$ cat src/rtl/issue_queue_pkg.sv
// Shared issue-stage configuration: opcode encoding, class ranges and the queue entry layout.
// Classification relies on LB..SW, SB..SW and BEQ..BGEU each being contiguous.
package issue_queue_pkg;

    localparam int ROB_SIZE_LOG = 4;
    localparam int OP_SIZE_LOG  = 6;

    typedef logic [OP_SIZE_LOG-1:0] opcode_t;

    localparam opcode_t OP_NOP   = 6'd0;
    localparam opcode_t OP_LUI   = 6'd1;
    localparam opcode_t OP_AUIPC = 6'd2;
    localparam opcode_t OP_JAL   = 6'd3;
    localparam opcode_t OP_JALR  = 6'd4;
    localparam opcode_t OP_BEQ   = 6'd5;
    localparam opcode_t OP_BNE   = 6'd6;
    localparam opcode_t OP_BLT   = 6'd7;
    localparam opcode_t OP_BGE   = 6'd8;
    localparam opcode_t OP_BLTU  = 6'd9;
    localparam opcode_t OP_BGEU  = 6'd10;
    localparam opcode_t OP_LB    = 6'd11;
    localparam opcode_t OP_LH    = 6'd12;
    localparam opcode_t OP_LW    = 6'd13;
    localparam opcode_t OP_LBU   = 6'd14;
    localparam opcode_t OP_LHU   = 6'd15;
    localparam opcode_t OP_SB    = 6'd16;
    localparam opcode_t OP_SH    = 6'd17;
    localparam opcode_t OP_SW    = 6'd18;
    localparam opcode_t OP_ADDI  = 6'd19;
    localparam opcode_t OP_ADD   = 6'd28;

    localparam opcode_t MEM_FIRST    = OP_LB;
    localparam opcode_t MEM_LAST     = OP_SW;
    localparam opcode_t STORE_FIRST  = OP_SB;
    localparam opcode_t STORE_LAST   = OP_SW;
    localparam opcode_t BRANCH_FIRST = OP_BEQ;
    localparam opcode_t BRANCH_LAST  = OP_BGEU;

    function automatic logic op_in_range(opcode_t op, opcode_t lo, opcode_t hi);
        return (op >= lo) && (op <= hi);
    endfunction

    typedef struct packed {
        opcode_t     op;
        logic [4:0]  rs1;
        logic [4:0]  rs2;
        logic [4:0]  rd;
        logic [31:0] imm;
        logic        pred;
        logic [31:0] pc;
    } iq_entry_t;

endpackage

$ cat src/rtl/issue_classify.sv
// Opcode class decode shared by dispatch and ROB commit: memory/store/branch and
// whether the instruction writes a renamed destination.
module issue_classify
    import issue_queue_pkg::*;
(
    input  logic [OP_SIZE_LOG-1:0] op,
    input  logic [4:0]             rd,
    output logic                   is_mem,
    output logic                   is_store,
    output logic                   is_branch,
    output logic                   needs_rename
);

    assign is_mem       = op_in_range(op, MEM_FIRST, MEM_LAST);
    assign is_store     = op_in_range(op, STORE_FIRST, STORE_LAST);
    assign is_branch    = op_in_range(op, BRANCH_FIRST, BRANCH_LAST);
    // x0 is hardwired, so it never gets a rename-table entry.
    assign needs_rename = !is_branch && !is_store && (rd != 5'd0);

endmodule

$ cat src/rtl/issue_queue.sv
// In-order issue queue: DEPTH-entry circular FIFO between ID and ROB/RS/SLB, dispatching
// the head entry only when the ROB and its execution target both have room.
module issue_queue
    import issue_queue_pkg::*;
#(
    parameter int DEPTH     = 8,
    parameter int DEPTH_LOG = 3
) (
    input  logic                    clk,
    input  logic                    rst,
    input  logic                    rdy,
    input  logic                    jump_rst,
    input  logic                    ID_valid,
    input  logic [OP_SIZE_LOG-1:0]  op,
    input  logic [4:0]              rs1,
    input  logic [4:0]              rs2,
    input  logic [4:0]              rd,
    input  logic [31:0]             imm,
    input  logic                    IF_pred_result,
    input  logic [31:0]             IF_curPC,
    input  logic                    ROB_full,
    input  logic                    RS_full,
    input  logic                    SLB_full,
    input  logic [ROB_SIZE_LOG-1:0] ROB_tail,
    output logic                    IQ_full,
    output logic [DEPTH_LOG:0]      IQ_count,
    output logic [4:0]              issue_rs1,
    output logic [4:0]              issue_rs2,
    output logic [OP_SIZE_LOG-1:0]  issue_op,
    output logic [4:0]              issue_reg,
    output logic [31:0]             issue_imm,
    output logic [31:0]             issue_curPC,
    output logic                    issue_pred,
    output logic [ROB_SIZE_LOG-1:0] issue_reorder,
    output logic                    rename_send,
    output logic [4:0]              rename_reg,
    output logic [ROB_SIZE_LOG-1:0] rename_reorder,
    output logic                    ROB_send,
    output logic                    RS_send,
    output logic                    SLB_send
);

    localparam logic [DEPTH_LOG:0]   FULL_CNT = (DEPTH_LOG+1)'(DEPTH);
    localparam logic [DEPTH_LOG:0]   CNT_ONE  = (DEPTH_LOG+1)'(1);
    localparam logic [DEPTH_LOG-1:0] PTR_ONE  = DEPTH_LOG'(1);

    iq_entry_t            mem_q [DEPTH];
    iq_entry_t            head_entry;
    iq_entry_t            wr_entry;
    logic [DEPTH_LOG-1:0] head_q, head_d;
    logic [DEPTH_LOG-1:0] tail_q, tail_d;
    logic [DEPTH_LOG:0]   count_q, count_d;
    logic                 enq, deq;
    logic                 is_mem, is_store, is_branch, needs_rename;
    logic                 unused_class;

    assign head_entry = mem_q[head_q];
    assign wr_entry   = '{op: op, rs1: rs1, rs2: rs2, rd: rd, imm: imm,
                          pred: IF_pred_result, pc: IF_curPC};

    issue_classify u_classify (
        .op           (head_entry.op),
        .rd           (head_entry.rd),
        .is_mem       (is_mem),
        .is_store     (is_store),
        .is_branch    (is_branch),
        .needs_rename (needs_rename)
    );

    // Store/branch qualification is already folded into needs_rename.
    assign unused_class = is_store | is_branch;

    // A full queue refuses ID even if the head leaves this cycle.
    assign enq = rdy && !jump_rst && ID_valid && (count_q < FULL_CNT);
    assign deq = rdy && !jump_rst && (count_q != '0) && !ROB_full
                 && !(is_mem ? SLB_full : RS_full);

    assign ROB_send    = deq;
    assign SLB_send    = deq && is_mem;
    assign RS_send     = deq && !is_mem;
    assign rename_send = deq && needs_rename;

    assign IQ_full  = (count_q == FULL_CNT);
    assign IQ_count = count_q;

    assign issue_rs1      = head_entry.rs1;
    assign issue_rs2      = head_entry.rs2;
    assign issue_op       = head_entry.op;
    assign issue_reg      = head_entry.rd;
    assign issue_imm      = head_entry.imm;
    assign issue_curPC    = head_entry.pc;
    assign issue_pred     = head_entry.pred;
    assign issue_reorder  = ROB_tail;
    assign rename_reg     = head_entry.rd;
    assign rename_reorder = ROB_tail;

    // NOTE: combinational blocks use blocking '=' with every output defaulted first,
    // so no path leaves a variable unassigned and no latch is inferred.
    always_comb begin
        head_d  = head_q;
        tail_d  = tail_q;
        count_d = count_q;
        if (rdy && jump_rst) begin
            head_d  = '0;
            tail_d  = '0;
            count_d = '0;
        end else begin
            if (enq) tail_d = tail_q + PTR_ONE;
            if (deq) head_d = head_q + PTR_ONE;
            case ({enq, deq})
                2'b10:   count_d = count_q + CNT_ONE;
                2'b01:   count_d = count_q - CNT_ONE;
                default: count_d = count_q;
            endcase
        end
    end

    // NOTE: sequential state uses non-blocking '<=' so every register samples pre-edge values.
    always_ff @(posedge clk or posedge rst) begin
        if (rst) begin
            head_q  <= '0;
            tail_q  <= '0;
            count_q <= '0;
        end else begin
            head_q  <= head_d;
            tail_q  <= tail_d;
            count_q <= count_d;
        end
    end

    // NOTE: entry storage is deliberately not reset; count gates every read, so stale
    // contents are never observed and the array can map onto plain RAM.
    always_ff @(posedge clk) begin
        if (enq) mem_q[tail_q] <= wr_entry;
    end

endmodule
$ cat config.mk
export PLATFORM = sky130hd
export DESIGN_NAME = issue_queue
export DESIGN_NICKNAME = d
export VERILOG_FILES = /design/src/rtl/issue_queue_pkg.sv /design/src/rtl/issue_classify.sv /design/src/rtl/issue_queue.sv
export SDC_FILE = /design/constraint.sdc
export NUM_CORES = 1
export LEC_CHECK = 0
export BUFFER_PORTS_ARGS = -buffer_cell sky130_fd_sc_hd__buf_2
export CAP_MARGIN = 5
export CORE_ASPECT_RATIO = 1.5
export CORE_MARGIN = 2
export CORE_UTILIZATION = 51
export CTS_CLUSTER_DIAMETER = 50
export DETAILED_ROUTE_END_ITERATION = 10
export GPL_ROUTABILITY_DRIVEN = 1
export PLACE_DENSITY_LB_ADDON = 0.2
export SETUP_SLACK_MARGIN = 0.3
export SKIP_CTS_REPAIR_TIMING = 1
export SLEW_MARGIN = 30
export SYNTH_ARGS = -nofsm -noshare
export SYNTH_HDL_FRONTEND = slang
export SYNTH_SLANG_ARGS = --single-unit
$ cat constraint.sdc
create_clock -name clk -period 18.6 [get_ports clk]
set_input_delay 3.72 -clock clk [delete_from_list [all_inputs] [get_ports clk]]
set_output_delay 3.72 -clock clk [all_outputs]
set_load 0.03 [all_outputs]
==> results.cfg, run 1 <==
[status]
status = completed

[pwr]
totalPowerFinal_mw = 3.34
ir_drop_mv = 0.0838
power_density_nw_per_um2 = 109
p_leak_nw = 9.72

[floorplanning]
die_h_um = 284
coreArea_um2 = 51700
die_x_um = 191
die-area_um2 = 54100
pin_count = 206
num_rows = 102
start_util_pct = 51.6

[routing]
wirelength_um = 51800
vias = 11800
vias_per_cell = 5.78
wl_per_cell_um = 25.3
drtIter0Drc = 832
drtPass1Iterations = 5
antenna_left = 0
drc = 0

[placed_design]
place_area_um2 = 28400
place_congestion = 0.727
placed_cells = 1926
dp_hpwl_um = 27700
port_buffers = 193

[global_route]
grt_pass1_vias = 12600
track_usage_pct = 19.6
grt_first_pass_wirelength_um = 77900
antenna_found_initial = 9
grt_max_degree = 87
grt_overflow = 0

[yosys]
synth_compound_area_share_pct = 0.291
ys.flop_type = edfxtp_1
ys.warnings.count = 0
syn-mean-instance-area_um2 = 24.3
synth_top_area_cell = edfxtp_1
synthSimpleGateAreaFrac_pct = 0.831
synth_top_family_by_area = multiplexers
syn_nets = 1200
yosysMostFrequentCell = edfxtp_1
synth_edf_count = 688
ys_ff_latch = 698
muxShareOfSynthArea_pct = 18.7
synth_top_cells_by_count = edfxtp_1 (688), mux4_2 (164), mux2_2 (84), clkbuf_1 (27), nor2_1 (14)
synthArstFlopShare_pct = 1.43
syn_inst = 1097
synth_top_area_share_pct = 77.5
synthAdderAreaFrac_pct = 0.235
synth_cell_types = 35
netlist_top_cells_area = edfxtp_1 (78%), mux4_2 (14%), mux2_2 (3.5%)
synth_xor_area_share_pct = 0.197
netlist_area_um2 = 26700
seq_area_frac_synth_pct = 78.4

[clocking]
htreeDepth = 3
cts.sinks = 698
clkTransAtPathRegs_ns = 0.06
cts-root-buf = clkbuf_16
clockBufferDepth = 3
clk_latency_ns = 0.58
cts_buffers = 66
cts_tree = built

[critical_path]
start_kind = input pin
max_stage_delay_ns = 0.73
cp-end-kind = output pin
cp_common_cell = buf_2
critPathRequiredTime_ns = 14.88
worst-path-max-fanout = 5
worstPathCellList = buf_2 > or4b_2 > nor2_1 > mux2i_4 > inv_1 > buf_2
cp_slowest_cell = or4b_2
crit_type = in2out
crit_arrival_ns = 5.22

[sta]
period_needed_ns = 8.94
setup_tns_ns = 0
max_slew_margin_pct = 32.9
holdWs_ns = 0.587
hold_viol_final = 0
finClkSkew_ns = 0.0144
worst_pin_slew_ns = 1.01
rsz0062_at_grt = false
fmax_ghz = 0.112
fin_crit_sh_pct = 48.1
drv_slew = 0
setup-violations-final = 0

[layout]
area_delta_synth_final_pct = 14.6
layout.nets = 1422
final_area_um2 = 30500
final_cells = 2049
drive_gt1_share_pct = 42.1
fillers = 3730

[run]
max_cap_viol_count = 0

[min_path]
hold_path.class = reg2reg
## where the power goes
part           leakage (nW)  internal, mW  switching [mW]
registers              6.33          1.74          0.0141
logic                  2.36         0.122           0.155
clock network          1.03         0.762           0.546
## critical path, delay by kind of cell
family                 cells  cell delay [ns]
buffers and inverters      3             0.40
muxes                      1             0.13
and+or+nand+nor            2             0.96
## layout make-up
type | instances | area, um2 | share of cell area [%]
flip-flops and latches | 698 | 20900 | 68.5
multi-input cells | 332 | 5460 | 17.9
clock buffers | 81 | 1770 | 5.80
repair buffers | 217 | 1180 | 3.87
well taps | 676 | 846 | 2.77
clock inverters | 34 | 330 | 1.08
diodes | 7 | 17.5 | 0.0574
inverters | 4 | 15.0 | 0.0492
## metrics by stage
stage | setup slack [ns] | utilization, %
3_5_place_dp | 9.65 | 54.9
5_1_grt | 9.56 | 59.1
4_1_cts | 9.65 | 59.0
2_1_floorplan | 7.58 | -
6_report | 9.66 | 59.1
3_3_place_gp | 9.66 | 54.9
## state kept, by name (all words and copies together), names as in the netlist
signal / count
mem_q: 688
IQ_count: 4
head_q: 3
tail_q: 3
## metal layers
layer  up-vias  wire [um]  track usage (%)
met5         -         47                0
met4         8       1040             5.74
met3        77       3220             4.20
met2       326      26700             33.2
met1      6320      20700             25.6
li1       5102          -                -
## path summary, 6_finish.rpt
| path | startpoint | end | slack [ns] | cells past startpoint |
|---|---|---|---|---|
| min in group asynchronous | rst | tail_q[1]$_DFFE_PP0P_ | 3.12 | 2 |
| worst max-delay path | ROB_full | ROB_send | 9.66 | 6 |
| worst min-delay path | tail_q[0]$_DFFE_PP0P_ | tail_q[0]$_DFFE_PP0P_ | 0.59 | 2 |
| worst min register to register | tail_q[0]$_DFFE_PP0P_ | tail_q[0]$_DFFE_PP0P_ | 0.59 | 2 |
| worst max register to register | head_q[0]$_DFFE_PP0P_ | IQ_count[2]$_DFFE_PP0P_ | 13.68 | 14 |
| max in group asynchronous | rst | head_q[2]$_DFFE_PP0P_ | 15.16 | 2 |
## placed cells by master (no fill, tap or decap), drive strengths merged
| master | instances |
|---|---|
| mux2i | 8 |
| buf | 217 |
| edfxtp | 688 |
| nor4bb | 1 |
| or3 | 2 |
| a222oi | 1 |
| clkinv | 24 |
| or4 | 1 |
| o22ai | 1 |
| nand2 | 9 |
| nor2 | 14 |
| and2 | 3 |
| diode | 7 |
| nor3 | 4 |
| ha | 5 |
| a21oi | 5 |
| mux2 | 87 |
| xor2 | 6 |
| a22oi | 1 |
| o21a | 1 |
| nand2b | 3 |
| inv | 6 |
| mux4 | 172 |
| clkbuf | 81 |
| clkinvlp | 2 |
| dfrtp | 10 |
| or4b | 1 |
| o21ai | 2 |
| nor3b | 4 |
| nor4 | 1 |
| bufinv | 6 |
## logic make-up (layout without fill, tap and decap cells)
group | after synthesis | count (layout)
xor gates and xnor gates | 6 | 6
DFF | 698 | 698
adders and majority gates | 5 | 5
other | 0 | 7
buffers and inverters | 67 | 336
and+or+nand+nor | 43 | 43
AOI/OAI and AO/OA | 11 | 11
muxes | 267 | 267
No activity file was read; power rests on OpenSTA's default activity.
==> run 2: changes to the inputs <==
--- a/config.mk
+++ b/config.mk
@@ -5,6 +5,7 @@
 export SDC_FILE = /design/constraint.sdc
 export NUM_CORES = 1
 export LEC_CHECK = 0
+export ABC_AREA = 1
 export BUFFER_PORTS_ARGS = -buffer_cell sky130_fd_sc_hd__buf_2
 export CAP_MARGIN = 5
 export CORE_ASPECT_RATIO = 1.5
==> constraint.sdc (replaced) <==
create_clock -name clk -period 8.9 [get_ports clk]
set_input_delay 1.78 -clock clk [delete_from_list [all_inputs] [get_ports clk]]
set_output_delay 1.78 -clock clk [all_outputs]
set_load 0.03 [all_outputs]
==> results.cfg, run 2 <==
[status]
status = completed

[critical_path]
rrSetupSlack_ns = 4.31
cp-startpoint = head_q[0]$_DFFE_PP0P_
max_stage_delay_ns = 0.76
cp-end-kind = output pin
worst-path-max-fanout = 97
cp_common_cell = nand2_1
crit_type = reg2out
r2r-end = IQ_count[3]$_DFFE_PP0P_
reg2reg_depth = 20
worstPathCellList = buf_4 > buf_6 > nand2_1 > nand3_2 > nand2_1 > nand2_1 > nand2_1 > nand2_1 > nand2_1 > nand3_2 > nand2_1 > nand2_2 > nand3_4 > inv_4 > nand3_1 > inv_1 > buf_2
r2r-start = head_q[0]$_DFFE_PP0P_
cp_slowest_cell = buf_4
cp_top_family = buffers and inverters
critPathRequiredTime_ns = 7.12
path_buf_inv = 5
crit_arrival_ns = 4.30
start_kind = flip-flop

[clocking]
clkTransAtPathRegs_ns = 0.06
htreeDepth = 2
clockBufferDepth = 3
cts_tree = built
cts.sinks = 698
cts-root-buf = clkbuf_16
clk_latency_ns = 0.61
cts_buffers = 61

[routing]
vias = 17000
wirelength_um = 63000
drc = 0
drtPass1Iterations = 5
antenna_left = 0
drtIter0Drc = 1075
wl_per_cell_um = 20.9
vias_per_cell = 5.65

[pwr]
power_density_nw_per_um2 = 248
totalPowerFinal_mw = 7.65
p_leak_nw = 10.6
ir_drop_mv = 0.179

[global_route]
grt_pass1_vias = 16600
grt_overflow = 0
grt_max_degree = 225
grt_first_pass_wirelength_um = 94700
antenna_found_initial = 10
track_usage_pct = 22.0

[sta]
hold_viol_final = 0
drv_slew = 0
worst_pin_slew_ns = 0.961
period_needed_ns = 6.08
finClkSkew_ns = 0.0205
fmax_ghz = 0.165
max_slew_margin_pct = 35.9
layout_setup_ws_ns = 2.82
rsz0062_at_grt = false
fin_crit_sh_pct = 68.3
setup_tns_ns = 0
setup-violations-final = 0

[yosys]
synthArstFlopShare_pct = 1.43
synth_edf_count = 688
ys.warnings.count = 0
syn_nets = 2233
synth_xor_area_share_pct = 0.127
syn-mean-instance-area_um2 = 12.9
netlist_top_cells_area = edfxtp_1 (75%), nor2_1 (7.8%), o21ai_0 (5.4%)
synthAdderAreaFrac_pct = 0.227
synth_top_cells_by_count = edfxtp_1 (688), nor2_1 (570), o21ai_0 (297), nand2_1 (99), o22ai_1 (81)
synth_top_area_share_pct = 75.1
synth_compound_area_share_pct = 10.0
synth_cell_types = 34
ys_ff_latch = 698
netlist_area_um2 = 27500
syn_inst = 2130
yosysMostFrequentCell = edfxtp_1
ys.flop_type = edfxtp_1
muxShareOfSynthArea_pct = 0
seq_area_frac_synth_pct = 76.0
synthSimpleGateAreaFrac_pct = 10.2
synth_top_area_cell = edfxtp_1
synth_top_family_by_area = simple AND/OR/NAND/NOR gates

[layout]
final_common_cell = edfxtp_1
final_core_util_pct = 57.8
fillers = 4247
layout.nets = 2373
most-common-layout-cells = edfxtp_1 (688), nor2_1 (564), o21ai_0 (297), buf_2 (193), nand2_1 (99)
area_delta_synth_final_pct = 12.4
largest_reg_flops = 688
drive_gt1_share_pct = 14.6
top_register = mem_q

[min_path]
worstHoldStart = tail_q[0]$_DFFE_PP0P_
hold_path.class = reg2reg
holdPathStages = 2
min_to = tail_q[0]$_DFFE_PP0P_

[floorplanning]
coreArea_um2 = 53500
die_h_um = 288
num_rows = 104
start_util_pct = 51.4
die-area_um2 = 55800
pin_count = 206
die_x_um = 194

[placed_design]
pre_cts_ws_ns = 3.21
port_buffers = 193
dp_hpwl_um = 33100
place_congestion = 0.741

[run]
max_cap_viol_count = 0
run 2: cell types whose count changed in the layout (fill, tap and decap cells not counted), moves of 40 or more:
| cell | previous run | this run |
|---|---|---|
| inv_1 | 4 | 49 |
| o21ai_0 | 2 | 297 |
| o22ai_1 | 1 | 81 |
| nor2_1 | 8 | 564 |
| mux2_2 | 84 | 0 |
| nand2_1 | 9 | 99 |
| o21ai_1 | 0 | 40 |
| a31oi_1 | 0 | 75 |
| mux4_2 | 164 | 0 |
run 2: worst max-delay path by stage:
stage               cells past startpoint  slack, ns               endpoint
floorplan                               6       2.53  mem_q[0][0]$_DFFE_PP_
detailed placement                     17       3.21                RS_send
finish                                 17       2.82                RS_send
global route                           17       2.50                RS_send
CTS                                    17       2.56                RS_send
global placement                       17       3.35                RS_send
run 2: metrics by stage:
step	area [um2]	cells	hold WS, ns
after global routing	30900	3015	0.648
after CTS	30900	3011	0.609
after global placement	28900	2896	0.571
after detailed placement	28900	2896	0.595
final	30900	3015	0.605
after floorplan	27500	2130	0.550
run 2: logic make-up after synthesis:
logic type / after synthesis
DFF: 698
buffers and inverters: 198
adders and majority gates: 5
and+or+nand+nor: 719
xor gates and xnor gates: 4
AOI/OAI and AO/OA: 506
run 2: layout make-up:
class | instances | area (um2) | share of cell area, %
Timing Repair Buffer | 222 | 1190 | 3.87
Clock buffer | 75 | 1600 | 5.18
Antenna cell | 4 | 10.0 | 0.0324
Sequential cell | 698 | 20900 | 67.7
Multi-Input combinational cell | 1234 | 5740 | 18.6
Inverter | 53 | 219 | 0.708
Clock inverter | 40 | 369 | 1.19
Tap cell | 689 | 862 | 2.79
run 2: power breakdown:
group	switching, mW	total [mW]	internal [mW]
combinational	1.01	1.37	0.356
clock	1.14	2.60	1.45
sequential	0.0319	3.69	3.66
run 2: per-layer routing:
metal / vias to the layer above / track usage, % / share of wire [%]
met3: 128 / 3.34 / 5.9
met1: 8396 / 28.2 / 40
li1: 7984 / - / -
met5: - / 0 / 0.11
met2: 511 / 38.0 / 50
met4: 10 / 8.78 / 3.4
run 2: tightest hold or removal path, cell delays in order, from the launching register on:
cell and delay (ns):
dfrtp_1 0.40, inv_1 0.07, o21ai_0 0.09
==> run 3: changes to the inputs <==
==> constraint.sdc (replaced) <==
create_clock -name clk -period 6 [get_ports clk]
set_input_delay 1.2 -clock clk [delete_from_list [all_inputs] [get_ports clk]]
set_output_delay 1.2 -clock clk [all_outputs]
set_load 0.03 [all_outputs]
==> results.cfg, run 3 (synthesis results as in run 2) <==
[routing]
drtPass1Iterations = 5
vias = 17100
antenna_left = 0
wl_per_cell_um = 21.0
vias_per_cell = 5.68
drc = 0
drtIter0Drc = 1329
wirelength_um = 63300

[min_path]
holdPathStages = 2
worstHoldStart = tail_q[0]$_DFFE_PP0P_
min_to = tail_q[0]$_DFFE_PP0P_
hold_path.class = reg2reg

[critical_path]
cp_slowest_cell = dfrtp_4
r2r-start = head_q[1]$_DFFE_PP0P_
rrSetupSlack_ns = 2.20
path_buf_inv = 3
worstPathCellList = inv_4 > buf_4 > o21ai_1 > o221ai_1 > o21ai_1 > nand3_1 > nor3_2 > nor3_2 > buf_2
critPathRequiredTime_ns = 4.80
r2r-end = IQ_count[3]$_DFFE_PP0P_
reg2reg_depth = 17
cp_top_family = buffers and inverters
crit_arrival_ns = 3.55
crit_type = reg2out
max_stage_delay_ns = 0.73
cp-startpoint = head_q[1]$_DFFE_PP0P_
worst-path-max-fanout = 52
cp-end-kind = output pin
start_kind = flip-flop

[floorplanning]
num_rows = 104
die_h_um = 288
coreArea_um2 = 53500
pin_count = 206
start_util_pct = 51.4
die_x_um = 194
die-area_um2 = 55800

[sta]
period_needed_ns = 4.75
rsz0062_at_grt = false
max_slew_margin_pct = 35.6
finClkSkew_ns = 0.0127
setup_tns_ns = 0
fin_crit_sh_pct = 79.1
hold_viol_final = 0
worst_pin_slew_ns = 0.962
fmax_ghz = 0.211
drv_slew = 0
setup-violations-final = 0

[clocking]
clkTransAtPathRegs_ns = 0.07
cts-root-buf = clkbuf_16
clk_latency_ns = 0.60
htreeDepth = 2
cts.sinks = 698
cts_buffers = 60
clockBufferDepth = 3
cts_tree = built

[global_route]
top_usage_layer = met2
use_met3_pct = 3.67
use_met1_pct = 27.7
track_usage_pct = 22.3
grt_max_degree = 222
grt_util_met2_pct = 39.9
grt_overflow = 0
grt_pass1_vias = 17100
grt_first_pass_wirelength_um = 96600
antenna_found_initial = 9

[pwr]
totalPowerFinal_mw = 11.6
p_leak_nw = 10.7
power_density_nw_per_um2 = 371
ir_drop_mv = 0.291

[placed_design]
dp_hpwl_um = 32600
place_congestion = 0.754
placed_cells = 2894
place_area_um2 = 29000
port_buffers = 193

[layout]
largest_reg_flops = 688
area_delta_synth_final_pct = 13.2
drive_gt1_share_pct = 14.9
final_common_cell = edfxtp_1
final_core_util_pct = 58.2
final_area_um2 = 31100
layout.nets = 2372
most-common-layout-cells = edfxtp_1 (688), nor2_1 (564), o21ai_0 (297), buf_2 (193), nand2_1 (99)
top_register = mem_q
final_cells = 3011

[status]
status = completed

[run]
max_cap_viol_count = 0
==> run 3: changes by cell type in the layout (fill, tap and decap cells not counted), moves of 2 or more <==
cell,previous run,this run
buf_4,26,18
clkinv_1,16,11
bufinv_16,6,11
inv_6,0,2
buf_6,3,1
clkinvlp_4,0,5
buf_12,0,9
clkbuf_1,13,8
clkinv_2,14,10
==> run 3: tightest hold or removal path, cell delays in order, from the launching register on <==
cell and delay (ns):
dfrtp_1 0.40, inv_1 0.07, o21ai_0 0.08
==> run 3: metrics by stage <==
stage / setup slack (ns) / hold slack [ns]
CTS: 1.06 / 0.596
global placement: 1.72 / 0.572
finish: 1.25 / 0.600
global route: 1.04 / 0.627
detailed placement: 1.72 / 0.586
floorplan: 0.207 / 0.550
==> run 3: final cells by class <==
cell class	count	area [um2]
inverter	53	219
antenna	4	10.0
fill	4205	22300
clock inverter	42	508
multi-input combinational	1234	5740
sequential	698	20900
timing repair buffer	222	1320
tap	689	862
clock buffer	69	1560
==> run 3: per-layer routing <==
| metal | vias up | share of wire, % |
|---|---|---|
| met2 | 454 | 51 |
| li1 | 7968 | - |
| met5 | - | 0.12 |
| met3 | 111 | 5.3 |
| met1 | 8557 | 42 |
| met4 | 12 | 2.5 |
==> run 3: worst max path at each step <==
stage / slack, ns / cells past startpoint / to
final: 1.25 / 9 / rename_send
after global routing: 1.04 / 14 / RS_send
after CTS: 1.06 / 12 / rename_send
after detailed placement: 1.72 / 12 / rename_send
after global placement: 1.72 / 7 / issue_curPC[30]
after floorplan: 0.21 / 6 / mem_q[0][0]$_DFFE_PP_
==> run 3: where the power goes <==
group          switching (mW)  internal [mW]
logic                    1.49          0.543
registers              0.0549           5.42
clock network            1.71           2.34
